## src/rtl/p_reduce_pkg.sv

```systemverilog
// Shared encodings for the sequential bitwise reducer: operation codes,
// FSM states and the per-operation fold identity.
package p_reduce_pkg;

  typedef enum logic [1:0] {
    OP_AND  = 2'b00,
    OP_OR   = 2'b01,
    OP_XOR  = 2'b10,
    OP_NAND = 2'b11
  } op_e;

  typedef enum logic [1:0] {
    ST_IDLE  = 2'b00,
    ST_ACCUM = 2'b01,
    ST_DONE  = 2'b10
  } state_e;

  // Every bit of the identity is the same, so callers replicate this to width.
  function automatic logic identity_bit(op_e op);
    return (op == OP_AND) || (op == OP_NAND);
  endfunction

endpackage

```

## src/rtl/p_reduce_comb.sv

```systemverilog
// One fold step: combines the accumulator with LANES buses under op.
// Disabled lanes contribute the identity so a partial last chunk is neutral.
module p_reduce_comb
  import p_reduce_pkg::*;
#(
  parameter int BUS_WIDTH = 4,
  parameter int LANES     = 1
) (
  input  op_e                             op,
  input  logic [BUS_WIDTH-1:0]            acc,
  input  logic [LANES-1:0][BUS_WIDTH-1:0] lanes,
  input  logic [LANES-1:0]                lane_en,
  output logic [BUS_WIDTH-1:0]            res
);

  logic [BUS_WIDTH-1:0] ident;
  assign ident = {BUS_WIDTH{identity_bit(op)}};

  always_comb begin
    res = acc;
    for (int l = 0; l < LANES; l++) begin
      case (op)
        OP_AND, OP_NAND: res = res & (lane_en[l] ? lanes[l] : ident);
        OP_OR:           res = res | (lane_en[l] ? lanes[l] : ident);
        default:         res = res ^ (lane_en[l] ? lanes[l] : ident);
      endcase
    end
  end

endmodule

```

## src/rtl/p_reduce_seq.sv

```systemverilog
// Sequential multi-mode bitwise reducer: snapshots NB_INS buses, folds LANES
// per cycle, and returns the result through a valid/ready handshake.
module p_reduce_seq
  import p_reduce_pkg::*;
#(
  parameter int BUS_WIDTH = 4,
  parameter int NB_INS    = 3,
  parameter int LANES     = 1
) (
  input  logic                              clk,
  input  logic                              rst,
  input  logic                              in_valid,
  output logic                              in_ready,
  input  logic [1:0]                        op,
  input  logic [NB_INS-1:0][BUS_WIDTH-1:0]  in_buses,
  output logic                              out_valid,
  input  logic                              out_ready,
  output logic [BUS_WIDTH-1:0]              out_bus,
  output logic                              busy
);

  localparam int PTR_W = $clog2(NB_INS + LANES);

  state_e                              state_q, state_d;
  op_e                                 op_q, op_d;
  logic [NB_INS-1:0][BUS_WIDTH-1:0]    snap_q, snap_d;
  logic [BUS_WIDTH-1:0]                acc_q, acc_d;
  logic [PTR_W-1:0]                    ptr_q, ptr_d;
  logic [BUS_WIDTH-1:0]                out_bus_q, out_bus_d;
  logic                                out_valid_q, out_valid_d;

  logic [NB_INS+LANES-1:0][BUS_WIDTH-1:0] padded;
  logic [LANES-1:0][BUS_WIDTH-1:0]        lanes;
  logic [LANES-1:0]                       lane_en;
  logic [BUS_WIDTH-1:0]                   fold_res;
  logic                                   last_chunk;

  // Padding the snapshot lets ptr+l index past NB_INS without a range check.
  always_comb begin
    padded = '0;
    padded[NB_INS-1:0] = snap_q;
    lanes   = '0;
    lane_en = '0;
    for (int l = 0; l < LANES; l++) begin
      logic [PTR_W-1:0] idx;
      idx        = ptr_q + PTR_W'(l);
      lanes[l]   = padded[idx];
      lane_en[l] = idx < PTR_W'(NB_INS);
    end
  end

  assign last_chunk = (int'(ptr_q) + LANES) >= NB_INS;

  p_reduce_comb #(
    .BUS_WIDTH (BUS_WIDTH),
    .LANES     (LANES)
  ) u_comb (
    .op      (op_q),
    .acc     (acc_q),
    .lanes   (lanes),
    .lane_en (lane_en),
    .res     (fold_res)
  );

  always_comb begin
    state_d     = state_q;
    op_d        = op_q;
    snap_d      = snap_q;
    acc_d       = acc_q;
    ptr_d       = ptr_q;
    out_bus_d   = out_bus_q;
    out_valid_d = out_valid_q;
    case (state_q)
      ST_IDLE: begin
        if (in_valid) begin
          snap_d  = in_buses;
          op_d    = op_e'(op);
          acc_d   = {BUS_WIDTH{identity_bit(op_e'(op))}};
          ptr_d   = '0;
          state_d = ST_ACCUM;
        end
      end
      ST_ACCUM: begin
        acc_d = fold_res;
        ptr_d = ptr_q + PTR_W'(LANES);
        if (last_chunk) begin
          out_bus_d   = (op_q == OP_NAND) ? ~fold_res : fold_res;
          out_valid_d = 1'b1;
          state_d     = ST_DONE;
        end
      end
      ST_DONE: begin
        if (out_ready) begin
          out_valid_d = 1'b0;
          state_d     = ST_IDLE;
        end
      end
      default: state_d = ST_IDLE;
    endcase
  end

  always_ff @(posedge clk) begin
    if (rst) begin
      state_q     <= ST_IDLE;
      op_q        <= OP_AND;
      snap_q      <= '0;
      acc_q       <= '0;
      ptr_q       <= '0;
      out_bus_q   <= '0;
      out_valid_q <= 1'b0;
    end else begin
      state_q     <= state_d;
      op_q        <= op_d;
      snap_q      <= snap_d;
      acc_q       <= acc_d;
      ptr_q       <= ptr_d;
      out_bus_q   <= out_bus_d;
      out_valid_q <= out_valid_d;
    end
  end

  assign in_ready  = (state_q == ST_IDLE);
  assign busy      = (state_q == ST_ACCUM);
  assign out_valid = out_valid_q;
  assign out_bus   = out_bus_q;

endmodule

```

## config.mk

```make
export PLATFORM = sky130hd
export DESIGN_NAME = p_reduce_seq
export DESIGN_NICKNAME = d
export VERILOG_FILES = /design/src/rtl/p_reduce_pkg.sv /design/src/rtl/p_reduce_comb.sv /design/src/rtl/p_reduce_seq.sv
export SDC_FILE = /design/constraint.sdc
export NUM_CORES = 1
export LEC_CHECK = 0
export ABC_CLOCK_PERIOD_IN_PS = 2100
export BUFFER_PORTS_ARGS = -buffer_cell sky130_fd_sc_hd__buf_2
export CAP_MARGIN = 20
export CORE_AREA = 2 2 78 80
export CTS_BUF_LIST = sky130_fd_sc_hd__clkbuf_4 sky130_fd_sc_hd__clkbuf_8 sky130_fd_sc_hd__clkbuf_16
export CTS_CLUSTER_SIZE = 25
export DETAILED_ROUTE_END_ITERATION = 16
export DIE_AREA = 0 0 80 82
export SLEW_MARGIN = 10
export SYNTH_ARGS = -nofsm -noshare
export SYNTH_HDL_FRONTEND = slang
export SYNTH_SLANG_ARGS = --single-unit
```

## constraint.sdc

```tcl
create_clock -name clk -period 2.1 [get_ports clk]
set_clock_uncertainty 0.1 [all_clocks]
set_input_delay 0.42 -clock clk [delete_from_list [all_inputs] [get_ports clk]]
set_output_delay 0.42 -clock clk [all_outputs]
set_load 0.1 [all_outputs]
```

# After elaboration in Yosys (flattened, before gate mapping)
# Index checks and enable logic that the tools add are counted.
# W data, S select, Z words.
op_classes:
  n_addsub: 2
  multipliers: 0
  div_mod_pow: 0
  magnitude_cmp: 3
  n_eq_ne: 8
  shift: 0
  n_mux: 16
  bitwise_logic: 4
  reduce_logical: 13
op_table:
  columns: ["operator", "n"]
  rows:
  - ["$mux W4", 4]
  - ["$pmux W4 S2", 2]
  - ["$bmux W4 S2", 1]
  - ["$mux W2", 4]
  - ["$eq A2 B2 Y1 const B", 3]
  - ["$logic_not A2 Y1", 3]
  - ["$pmux W2 S3", 1]
  - ["$reduce_and A2 Y1", 3]
  - ["$reduce_and A3 Y1", 2]
  - ["$and A4 B4 Y4", 1]
  - ["$eq A2 B1 Y1 const B", 2]
  - ["$ne A2 B2 Y1 const B", 2]
  - ["$not A4 Y4", 1]
  - ["$or A4 B4 Y4", 1]
  - ["$pmux W2 S2", 1]
  - ["$reduce_bool A2 Y1", 2]
  - ["$xor A4 B4 Y4", 1]
  - ["$add A2 B1 Y3 const B", 1]
  - ["$ge A3 B2 Y1 const B", 1]
  - ["$lt A2 B3 Y1 const B", 1]
  - ["$add A2 B1 Y2 const B", 1]
  - ["$logic_or A1 B1 Y1", 2]
  - ["$lt A2 B2 Y1 const B", 1]
  - ["$mux W1", 2]
  - ["3 further kinds", 3]
totals:
  regBits: 27
  latch_bits: 0
  ram_bits: 0
  romBits: 0
  inputBits: 18
  out_inout_bits: 7
  mem_count: 0

# Longest topological paths before layout
logic_depth:
  word_depth: 7
  depth_mapped: 10

# Hierarchy
# A second synthesis with hierarchy kept.
hier_totals:
  cells_unflattened: 193
  area_unflattened_um2: 1516.5
by_module_without_submodules:
  columns: ["module", "n_inst", "cells_each", "area_per_inst_um2", "seq_area_each_um2"]
  rows:
  - ["p_reduce_seq", 1, 145, 1202.4, 540.5]
  - ["p_reduce_comb", 1, 48, 314.1, 0.0]

# Worst setup path after synthesis
# Ideal clock, no wire load.
synth_path:
  path_type: "reg2reg"
  start: "register op_q[0]"
  end: "register acc_q[1]"
  arrival_time_ps: 1827
  path_slack_ps: 59
  stages_incl_launch_ff: 10
  path_buffers: 0
  period_less_slack_ps: 2041
  cell_sequence: "dfxtp_1 -> inv_1 -> ha_1 -> nand2b_1 -> o31ai_1 -> ha_1 -> nor2b_1 -> a31oi_2 -> a22o_1 -> o21a_1"
synth_via:
  elab_chain_cells: 6
synth_rtl:
  columns: ["item", "line_no", "rtl"]
  rows:
  - ["start: declaration", "p_reduce_seq.sv:25", "op_e op_q, op_d;"]
  - ["start signal: assignment", "p_reduce_seq.sv:113", "op_q <= op_d;"]
  - ["$eq A2 B2 Y1 / $logic_not A2 Y1 (equally long branches)", "p_reduce_pkg.sv:20, p_reduce_comb.sv:22", null]
  - ["$logic_or A1 B1 Y1", "p_reduce_pkg.sv:20", "return (op == OP_AND) || (op == OP_NAND);"]
  - ["$mux W4", "p_reduce_comb.sv:23, p_reduce_comb.sv:24, p_reduce_comb.sv:25", null]
  - ["$xor A4 B4 Y4 (tied with other cells)", "p_reduce_comb.sv:25", "default: res = res ^ (lane_en[l] ? lanes[l] : ident);"]
  - ["$pmux W4 S2 *", "p_reduce_comb.sv:22", "case (op)"]
  - ["$pmux W4 S2 *", "p_reduce_seq.sv:73", "case (state_q)"]
  - ["end signal: assignment", "p_reduce_seq.sv:107", "acc_q <= '0;"]
  - ["end signal: assignment", "p_reduce_seq.sv:115", "acc_q <= acc_d;"]
  - ["end: declaration", "p_reduce_seq.sv:27", "logic [BUS_WIDTH-1:0] acc_q, acc_d;"]
# Every way passes the cells marked *; elsewhere a longest branch is shown, timed or not.
# A chain may end at the register's enable or synchronous reset.

# Final worst setup path
layout_path:
  start: "register op_q[0]"
  end: "register out_bus_q[3] (netlist: out_bus[3])"
layout_via:
  elab_chain_cells: 7
layout_rtl:
  columns: ["item", "line_no", "rtl"]
  rows:
  - ["$eq A2 B2 Y1 / $logic_not A2 Y1 (equally long branches)", "p_reduce_pkg.sv:20, p_reduce_comb.sv:22, p_reduce_seq.sv:87", null]
  - ["$logic_or A1 B1 Y1", "p_reduce_pkg.sv:20", null]
  - ["$mux W4", "p_reduce_comb.sv:23, p_reduce_comb.sv:24, p_reduce_comb.sv:25", null]
  - ["$xor A4 B4 Y4 (tied with other cells)", "p_reduce_comb.sv:25", null]
  - ["$pmux W4 S2", "p_reduce_comb.sv:22", null]
  - ["$not A4 Y4", "p_reduce_seq.sv:87", "out_bus_d = (op_q == OP_NAND) ? ~fold_res : fold_res;"]
  - ["$mux W4 *", "p_reduce_seq.sv:87", null]
  - ["end signal: assignment", "p_reduce_seq.sv:117", "out_bus_q <= out_bus_d;"]
  - ["end: declaration", "p_reduce_seq.sv:29", "logic [BUS_WIDTH-1:0] out_bus_q, out_bus_d;"]
# Marks and branches as above.

==> flow_metrics.tcl <==
set metrics [dict create \
    utilization_pct 34.4 \
    layout_min_cycle_time_ns 2.03 \
    total_switching_power_uw 352 \
    worst_setup_margin_ns 0.0721 \
    place_congestion 0.889 \
    areaGrowthSynthToFinish_pct 23.8 \
    floorplan.core_area_um2 5750 \
    numCtsBuffers 3 \
    finalCritPeriodShare_pct 96.6 \
    layout-drive-gt1-share_pct 27.8 \
    synthTopCellsByCount "35 x sky130_fd_sc_hd__nand2_1, 27 x sky130_fd_sc_hd__dfxtp_1, 23 x sky130_fd_sc_hd__a21oi_1" \
    fmax_mhz 493 \
    cts.path.max_buffers 2 \
    internal_power_uw 778 \
    synth-seq-cells 27 \
    avgSynthCellArea_um2 8.14 \
    max-vdd-ir-drop_mv 0.271 \
    io-pin-count 25 \
    dominant_cells_by_area_after_synthesis "sky130_fd_sc_hd__dfxtp_1 34%, sky130_fd_sc_hd__ha_1 10%, sky130_fd_sc_hd__nand2_1 8.2%, sky130_fd_sc_hd__a21oi_1 7.2%, sky130_fd_sc_hd__inv_1 3.3%" \
    syn_inst 196 \
    data_arrival_time_of_the_critical_path_ns 2.09 \
    clockRootBuffer "sky130_fd_sc_hd__clkbuf_8" \
    max_slew.worst_pin.slew_ns 0.531 \
    ctsHoldBuffers 0 \
    hpwl_mm 2.70 \
    tritoncts "done" \
    grt_antenna_before_repair 0 \
    setup.worst_path.class "flop to flop" \
    synth.most_common_cell "sky130_fd_sc_hd__nand2_1" \
    grt_pass1_wl_mm 6.22 \
    hold-path-cell-count 2 \
    nNetsFinal 259 \
    finalMaxSlewViolations 0 \
    synth_nets 227 \
    die_height_um 82 \
    netlist-cell-type-count 42 \
    global_route.overflow_total 0 \
    antenna_cells 0 \
    startpoint "op_q[0]" \
    maximum_level_of_the_cts_h_tree 1 \
    clockPowerShare_pct 27.5 \
    critical_path.max_fanout 3 \
    ff2ff_path_depth 9 \
    wirelength_mm 3.66 \
    critPathCaptureType "flop" \
    floorplan.die.width_um 80 \
    synth_top_area_share_pct 33.9 \
    r2r_start "op_q[0]" \
    timing.hold.worst.class "primary input to flop" \
    power.sequential.fraction_pct 49.8 \
    power.share.switching_pct 31.1 \
    synth-seq-area-share_pct 33.9 \
    groute.usage.overall_pct 11.7 \
    design.die.area_um2 6560 \
    dr.first_iter.drc_count 96 \
    clk_pin_slew_ns 0.10 \
    setup.reg_to_reg.worst_slack_ns 0.07 \
    initial_core_util_pct 27.8 \
    largest_net_degree_at_the_start_of_global_routing 23 \
    ys_warn_count 0 \
    viasPerCell 4.70 \
    setup_viol 0 \
    synth_flop_cell "sky130_fd_sc_hd__dfxtp_1" \
    dp_slack_ns -0.131 \
    numClockSinks 27 \
    rows 28 \
    number_of_synthesized_flops_with_an_enable_pin 0 \
    grt_pass1_vias 1375 \
    power.leakage_nw 0.825 \
    dpl_cell_area_um2 1850 \
    power.share.combinational_pct 22.7 \
    critPathLaunchType "flop" \
    ys_async_sr_fraction_pct 0 \
    power.density_cell_area_nw_per_um2 572 \
    worstPathRequired_ns 2.16 \
    drt.antenna.violating_nets 0 \
    power_mw 1.13 \
    route.detailed.wl_per_inst_um 12.1 \
    syn-cell-area_um2 1600 \
    detailroute.via_count 1418 \
    place.port_buffers 24 \
    drt_drc_violations_left 0 \
    r2r-end "out_bus[3]" \
    max_slew_margin_pct 64.6 \
    finalHoldViolCount 0 \
    outcome "complete, no violations" \
    first_pass_iters 4 \
    setup.worst_path.end "out_bus[3]" \
    yosysTopAreaCell "sky130_fd_sc_hd__dfxtp_1" \
    worstSkewPairLatency_ns 0.28 \
    cap_viol_max_count 0 \
    design_area_um2 1980 \
]
==> layer usage <==
| layer | part of all wire [%] | track usage, % |
|---|---|---|
| met4 | 0.90 | 3.56 |
| met1 | 46 | 15.2 |
| met2 | 47 | 19.4 |
| met5 | 0 | 0 |
| met3 | 6.1 | 2.75 |
==> power by group through the flow <==
stage	combinational, mW	sequential [mW]	clock [mW]
final	0.257	0.563	0.310
after global routing	0.285	0.568	0.343
after CTS	0.242	0.563	0.322
after detailed placement	0.241	0.574	0
after global placement	0.239	0.574	0
after floorplan	0.176	0.570	0
==> state kept, by name, summed over array words and instances, names as in the netlist <==
register and cells:
op_q 2, out_bus 4, out_valid 1, padded 12, ptr_q 2, acc_q 4
state_q 2
==> logic make-up after synthesis <==
logic type	Yosys count	share of synthesized area, %
buffers and inverters	25	8.23
multiplexers	5	3.14
AO/OA/AOI/OAI	46	17.8
AND/OR/NAND/NOR	78	25.6
adder cells (fa/ha/maj)	13	10.2
XOR/XNOR	2	1.10
flip-flops	27	33.9
==> stage by stage <==
step                std cells  TNS (ns)  hold WS, ns
floorplan                 196         0        0.332
detailed placement        298    -0.392        0.345
global route              302   -0.0290        0.260
CTS                       302         0        0.239
finish                    302         0        0.241
global placement          298    -0.116        0.341
==> critical path, stage by stage (launching register included) <==
cell and delay [ns]:
sky130_fd_sc_hd__dfxtp_2 0.34, sky130_fd_sc_hd__inv_1 0.04, sky130_fd_sc_hd__ha_1 0.31, sky130_fd_sc_hd__nand2b_4 0.17, sky130_fd_sc_hd__buf_4 0.15, sky130_fd_sc_hd__o31ai_4 0.05
sky130_fd_sc_hd__ha_1 0.29, sky130_fd_sc_hd__or2b_1 0.26, sky130_fd_sc_hd__nand4_1 0.10, sky130_fd_sc_hd__o211ai_1 0.11
==> area by class of cell <==
class / count / area [µm²]
Timing Repair Buffer: 37 / 233
Tap cell: 75 / 93.8
Fill cell: 627 / 3770
Multi-Input combinational cell: 144 / 992
Clock inverter: 1 / 7.51
Sequential cell: 27 / 547
Clock buffer: 3 / 41.3
Inverter: 15 / 61.3
==> repair_timing <==
action | CTS | global route
pin swaps | 0 | 6
buffers inserted | 0 | 0
gates cloned | 0 | 0
resized for setup | 2 | 16
endpoints found under the setup margin | 5 | 8
==> placed cells by master, fill, tap and decap left out, types with 2 or more instances in the layout <==
cell / netlist / layout
sky130_fd_sc_hd__a21oi_1: 23 / 22
sky130_fd_sc_hd__a31oi_1: 6 / 6
sky130_fd_sc_hd__and2_1: 4 / 4
sky130_fd_sc_hd__buf_2: 2 / 23
sky130_fd_sc_hd__buf_4: 2 / 13
sky130_fd_sc_hd__clkbuf_8: 0 / 3
sky130_fd_sc_hd__dfxtp_1: 27 / 24
sky130_fd_sc_hd__dfxtp_2: 0 / 2
sky130_fd_sc_hd__ha_1: 13 / 12
sky130_fd_sc_hd__inv_1: 14 / 14
sky130_fd_sc_hd__mux2i_1: 5 / 5
sky130_fd_sc_hd__nand2_1: 35 / 35
sky130_fd_sc_hd__nand2b_1: 3 / 2
sky130_fd_sc_hd__nand2b_4: 1 / 2
sky130_fd_sc_hd__nand3_1: 3 / 3
sky130_fd_sc_hd__nand3b_1: 2 / 2
sky130_fd_sc_hd__nand4_1: 3 / 3
sky130_fd_sc_hd__nor2_1: 9 / 9
sky130_fd_sc_hd__nor2b_1: 2 / 2
sky130_fd_sc_hd__nor3_1: 4 / 4
sky130_fd_sc_hd__nor4_2: 0 / 3
sky130_fd_sc_hd__o211ai_1: 4 / 4
sky130_fd_sc_hd__o21ai_2: 1 / 2
sky130_fd_sc_hd__o31ai_4: 0 / 2
sky130_fd_sc_hd__or2b_1: 2 / 2
sky130_fd_sc_hd__xnor2_1: 2 / 2
==> worst min-delay path by stage <==
| stage | to | start | slack [ns] |
|---|---|---|---|
| after global routing | out_bus[1] | rst | 0.26 |
| after detailed placement | padded[10] | padded[10] | 0.34 |
| after floorplan | padded[10] | padded[10] | 0.33 |
| after global placement | padded[10] | padded[10] | 0.34 |
| after CTS | out_bus[1] | rst | 0.24 |
| final | out_bus[1] | rst | 0.24 |
(Power assumes the default switching activity.)
